===== src/rtl/ahb_trace_mon.sv =====
// AHB-Lite master-port trace monitor: pairs address and data phases into
// records, filters them by address window and queues them in a FIFO.
module ahb_trace_mon #(
   parameter int ADDR_W = 32,
   parameter int DATA_W = 32,
   parameter int DEPTH  = 16,
   parameter int LVL_W  = $clog2(DEPTH) + 1
) (
   input  logic              hclk,
   input  logic              hrst_b,
   input  logic [ADDR_W-1:0] mon_haddr,
   input  logic [1:0]        mon_htrans,
   input  logic              mon_hwrite,
   input  logic [2:0]        mon_hsize,
   input  logic [2:0]        mon_hburst,
   input  logic [DATA_W-1:0] mon_hwdata,
   input  logic [DATA_W-1:0] mon_hrdata,
   input  logic              mon_hready,
   input  logic              cfg_en,
   input  logic              cfg_wrap,
   input  logic [ADDR_W-1:0] cfg_win_base,
   input  logic [ADDR_W-1:0] cfg_win_mask,
   output logic              trc_valid,
   input  logic              trc_ready,
   output logic [ADDR_W-1:0] trc_addr,
   output logic [DATA_W-1:0] trc_data,
   output logic              trc_write,
   output logic [2:0]        trc_size,
   output logic [2:0]        trc_burst,
   output logic [LVL_W-1:0]  level,
   output logic              full,
   output logic [15:0]       ovf_cnt
);

   localparam int PTR_W = $clog2(DEPTH);
   localparam int REC_W = ADDR_W + DATA_W + 7;

   logic              accept;
   logic              push;
   logic              pop;
   logic              wr_en;
   logic              unused_htrans;

   logic              pend_vld_q, pend_vld_d;
   logic [ADDR_W-1:0] pend_addr_q;
   logic              pend_write_q;
   logic [2:0]        pend_size_q;
   logic [2:0]        pend_burst_q;

   logic [PTR_W-1:0]  wptr_q, wptr_d;
   logic [PTR_W-1:0]  rptr_q, rptr_d;
   logic [LVL_W-1:0]  level_q, level_d;
   logic [15:0]       ovf_q, ovf_d;

   logic [REC_W-1:0]  mem_q [DEPTH];
   logic [REC_W-1:0]  rec_new;
   logic [REC_W-1:0]  rec_head;

   logic [ADDR_W-1:0] head_addr;
   logic [DATA_W-1:0] head_data;
   logic              head_write;
   logic [2:0]        head_size;
   logic [2:0]        head_burst;

   assign unused_htrans = mon_htrans[0];

   assign accept = mon_hready & mon_htrans[1] & cfg_en &
                   ((mon_haddr & cfg_win_mask) == (cfg_win_base & cfg_win_mask));
   assign push   = mon_hready & pend_vld_q;
   assign pop    = trc_valid & trc_ready;

   assign rec_new = {pend_addr_q, (pend_write_q ? mon_hwdata : mon_hrdata),
                     pend_write_q, pend_size_q, pend_burst_q};

   // A completing edge either retires the pending phase or replaces it with
   // the next pipelined address phase; wait states hold it untouched.
   always_comb begin
      pend_vld_d = pend_vld_q;
      if (mon_hready) begin
         pend_vld_d = accept;
      end
   end

   always_ff @(posedge hclk or negedge hrst_b) begin
      if (!hrst_b) begin
         pend_vld_q   <= 1'b0;
         pend_addr_q  <= '0;
         pend_write_q <= 1'b0;
         pend_size_q  <= '0;
         pend_burst_q <= '0;
      end else begin
         pend_vld_q <= pend_vld_d;
         if (accept) begin
            pend_addr_q  <= mon_haddr;
            pend_write_q <= mon_hwrite;
            pend_size_q  <= mon_hsize;
            pend_burst_q <= mon_hburst;
         end
      end
   end

   // A simultaneous pop frees the slot, so a push into a full FIFO only
   // loses data when nothing is being drained on the same edge.
   always_comb begin
      wr_en   = 1'b0;
      wptr_d  = wptr_q;
      rptr_d  = rptr_q;
      level_d = level_q;
      ovf_d   = ovf_q;
      if (push && pop) begin
         wr_en  = 1'b1;
         wptr_d = wptr_q + 1'b1;
         rptr_d = rptr_q + 1'b1;
      end else if (push && !full) begin
         wr_en   = 1'b1;
         wptr_d  = wptr_q + 1'b1;
         level_d = level_q + 1'b1;
      end else if (push) begin
         if (ovf_q != 16'hFFFF) begin
            ovf_d = ovf_q + 16'd1;
         end
         if (cfg_wrap) begin
            wr_en  = 1'b1;
            wptr_d = wptr_q + 1'b1;
            rptr_d = rptr_q + 1'b1;
         end
      end else if (pop) begin
         rptr_d  = rptr_q + 1'b1;
         level_d = level_q - 1'b1;
      end
   end

   always_ff @(posedge hclk or negedge hrst_b) begin
      if (!hrst_b) begin
         wptr_q  <= '0;
         rptr_q  <= '0;
         level_q <= '0;
         ovf_q   <= '0;
      end else begin
         wptr_q  <= wptr_d;
         rptr_q  <= rptr_d;
         level_q <= level_d;
         ovf_q   <= ovf_d;
      end
   end

   always_ff @(posedge hclk) begin
      if (wr_en) begin
         mem_q[wptr_q] <= rec_new;
      end
   end

   assign rec_head = mem_q[rptr_q];
   assign {head_addr, head_data, head_write, head_size, head_burst} = rec_head;

   // Storage is not reset, so the head fields are forced to zero while empty.
   assign trc_valid = (level_q != '0);
   assign trc_addr  = trc_valid ? head_addr  : '0;
   assign trc_data  = trc_valid ? head_data  : '0;
   assign trc_write = trc_valid ? head_write : 1'b0;
   assign trc_size  = trc_valid ? head_size  : '0;
   assign trc_burst = trc_valid ? head_burst : '0;

   assign level   = level_q;
   assign full    = (level_q == LVL_W'(DEPTH));
   assign ovf_cnt = ovf_q;

endmodule


===== config.mk =====
export PLATFORM = sky130hd
export DESIGN_NAME = ahb_trace_mon
export DESIGN_NICKNAME = d
export VERILOG_FILES = /design/src/rtl/ahb_trace_mon.sv
export SDC_FILE = /design/constraint.sdc
export NUM_CORES = 1
export LEC_CHECK = 0
export BUFFER_PORTS_ARGS = -buffer_cell sky130_fd_sc_hd__buf_2
export CAP_MARGIN = 40
export CORE_MARGIN = 4
export CORE_UTILIZATION = 35
export CTS_CLUSTER_SIZE = 8
export DETAILED_ROUTE_END_ITERATION = 10
export GPL_ROUTABILITY_DRIVEN = 0
export GPL_TIMING_DRIVEN = 0
export PLACE_DENSITY = 0.52
export SYNTH_ARGS = -nofsm -noshare
export SYNTH_HDL_FRONTEND = slang
export SYNTH_SLANG_ARGS = --single-unit

===== constraint.sdc =====
create_clock -name hclk -period 9.26 [get_ports hclk]
set_input_delay 1.389 -clock hclk [delete_from_list [all_inputs] [get_ports hclk]]
set_output_delay 1.389 -clock hclk [all_outputs]
set_load 0.005 [all_outputs]

==> qor.txt <==
Status - complete, no violations
H-tree level count - 4
Dpl ws - 4.31 ns
Worst slew margin - 0.378
EDFF count, synth - 1136
Crit Reg-Reg Startpoint - level[0]
Crit path DAT - 4.24 ns
CTS tree - done
Most frequent CP cell - buf_2
DRC Markers - 0
Int Power - 0.0108 W
Final hold slack - 0.508 ns
Main synth FF type - edfxtp_1
Vias per inst - 5.16
Cell Rows - 133
Initial Utilization - 0.354
Commonest cells after routing, fill and taps aside - edfxtp_1, mux4_2, buf_2
Min Tclk post-route - 5.63 ns
Initial DRT Pass Iterations - 5
Largest net degree at the start of global routing - 46
Reg2reg setup slack - 5.69 ns
Die Y - 374 µm
Reg power frac - 0.401
Flip-flop and latch count after synthesis - 1205
Slowest-stage cell, CP - clkbuf_1
Worst Tran Pin Value - 0.934 ns
Area grow syn2layout - 22.5%
Routed Antenna Nets - 0
Storage cell area - 0.0358 mm²
Mapped cell area - 0.0468 mm²
Crit path to - trc_addr[0]
Footprint of the multi-input gates - 0.0106 mm²
Initial antenna violation count - 5
Syn Inst Count - 1987
Setup ws final - 3.63 ns
Die ar. - 0.140 mm²
Clk buf depth - 3
Finished layout cell area - 0.0573 mm²
Crit-path max FO - 10
Post-Syn Area per Cell - 23.6 µm²
Min-delay worst type - register to register
Count of final max-slew check failures - 0
Core area - 0.132 mm²
Sequential area share after synthesis - 0.766
Routed wire length - 124000 µm
Fin util - 0.434
N_diodes - 0
Most common cell after layout, fill and taps aside - edfxtp_1
Power Dens Cells - 259 mW/mm²
Post-DP Area - 0.0526 mm²
Crit start category - register
Critical path class - register to output pin
TritonCTS Buffers - 168
CTS resizes - 0
Port bufs - 267
R2r worst-path depth - 9
Share of layout cells above drive strength 1 - 0.405
CP peak stage delay - 0.61 ns
LEAKAGE - 20.8 nW
Final count of hold timing violations - 0
Critical path, cell by cell - clkbuf_1, buf_2, buf_2, mux4_2, mux4_2, nor2b_1, buf_2
RSZ-0062 raised after global routing - false
GRT Residual Overflow - 0
Fill cell count - 11400
Peak supply drop - 181 µV
CTS sink cnt - 1205
Final setup fails - 0
Fmax - 178 MHz
GRT Resource Usage Total - 0.177
DRT iter0 DRCs - 2128
Clk root buf - clkbuf_16
Sw Share - 0.270
Die X - 374 µm
Comb pwr share - 0.225
Detail Placement HPWL - 84300 µm
IO Pins - 269
Syn nets - 2172
Vias in the first global route - 24600
DR vias - 22800
First-pass GRT wire length - 177000 µm
Psw - 0.00402 W
Async S/R FF share, synth - 0.0573
Warnings, synthesis - 0
Final net count - 2753
Post-DR wirelength/cell - 28.1 µm
FF-to-FF End - mem_q[0][9]
Skew final - 0.0167 ns
Clock-pin slew on the worst setup and hold paths - 0.05 ns
Distinct cells, synth - 41
Hold_buf cts - 0
Worst Path Required - 7.87 ns
Post-CTS setup buffers - 0
Critical path startpoint - rptr_q[0]
Final Cycle Share - 0.608
Max cap viols - 0
Skew-Pair Late Insertion Delay - 0.75 ns
Clock share of power - 0.373
Crit. End Element - output pin
[critical path: cells and delay by family (launching register included)]
kind                   cells  cell delay (ns)
buffers and inverters      4             1.87
DFF                        1             0.34
muxes                      2             1.05
and+or+nand+nor            1             0.24
[state kept, by name (all words and copies together), names as in the netlist]
register,flops
pend_write_q,1
pend_burst_q,3
mem_q,1136
pend_size_q,3
level,5
rptr_q,4
wptr_q,4
pend_addr_q,32
ovf_cnt,16
pend_vld_q,1
[final cells by class]
cell class | instances | share of cell area
plain buffers | 97 | 0.00718
clock buffers | 250 | 0.0791
clock inverters | 14 | 0.00354
inverters | 10 | 0.000655
multi-input cells | 675 | 0.185
flip-flops and latches | 1205 | 0.625
well taps | 1755 | 0.0383
repair buffers | 411 | 0.0609
[metal layers]
metal,track usage,share of wire
met1,0.229,0.41
met2,0.305,0.51
met3,0.0363,0.063
met4,0.0444,0.020
met5,0,0
[Yosys cell counts, drive strengths merged (10+ instances only)]
cell type,number,share of area
edfxtp,1136,0.73
mux4,355,0.17
inv,10,0.00080
nor2b,71,0.0095
clkbuf,55,0.0044
mux2,74,0.018
nand2,18,0.0014
nor2,24,0.0020
xnor2,15,0.0028
buf,42,0.0044
a22oi,10,0.0016
xor2,40,0.0075
dfrtp,69,0.037
[power groups by stage]
stage | logic (W) | registers, W | clock network (W)
floorplan | 0.00203 | 0.00607 | 0
global placement | 0.00324 | 0.00607 | 0
detailed placement | 0.00345 | 0.00607 | 0
CTS | 0.00346 | 0.00597 | 0.00569
global route | 0.00360 | 0.00596 | 0.00592
finish | 0.00335 | 0.00597 | 0.00555
[stage by stage]
stage	cells	total power [W]	TNS, ns
global placement	4009	0.00930	-3097.09
finish	4417	0.0149	0
global route	4417	0.0155	0
floorplan	1987	0.00809	0
detailed placement	4153	0.00952	0
CTS	4417	0.0151	0
[worst min path at each step]
stage | from | endpoint | slack [ns] | cells past startpoint
3_5_place_dp | ovf_cnt[9] | ovf_cnt[9] | 0.50 | 1
3_3_place_gp | ovf_cnt[9] | ovf_cnt[9] | 0.49 | 1
5_1_grt | ovf_cnt[9] | ovf_cnt[9] | 0.53 | 1
6_report | ovf_cnt[9] | ovf_cnt[9] | 0.51 | 1
4_1_cts | ovf_cnt[9] | ovf_cnt[9] | 0.51 | 1
2_1_floorplan | ovf_cnt[9] | ovf_cnt[9] | 0.48 | 1
[logic make-up after synthesis]
kind of cell | share of synthesized area
flops | 0.766
buf+inv | 0.00960
xor+xnor | 0.0103
fa+ha+maj | 0.00283
simple gates | 0.0174
mux | 0.189
compound gates | 0.00524
(Power assumes the default switching activity.)
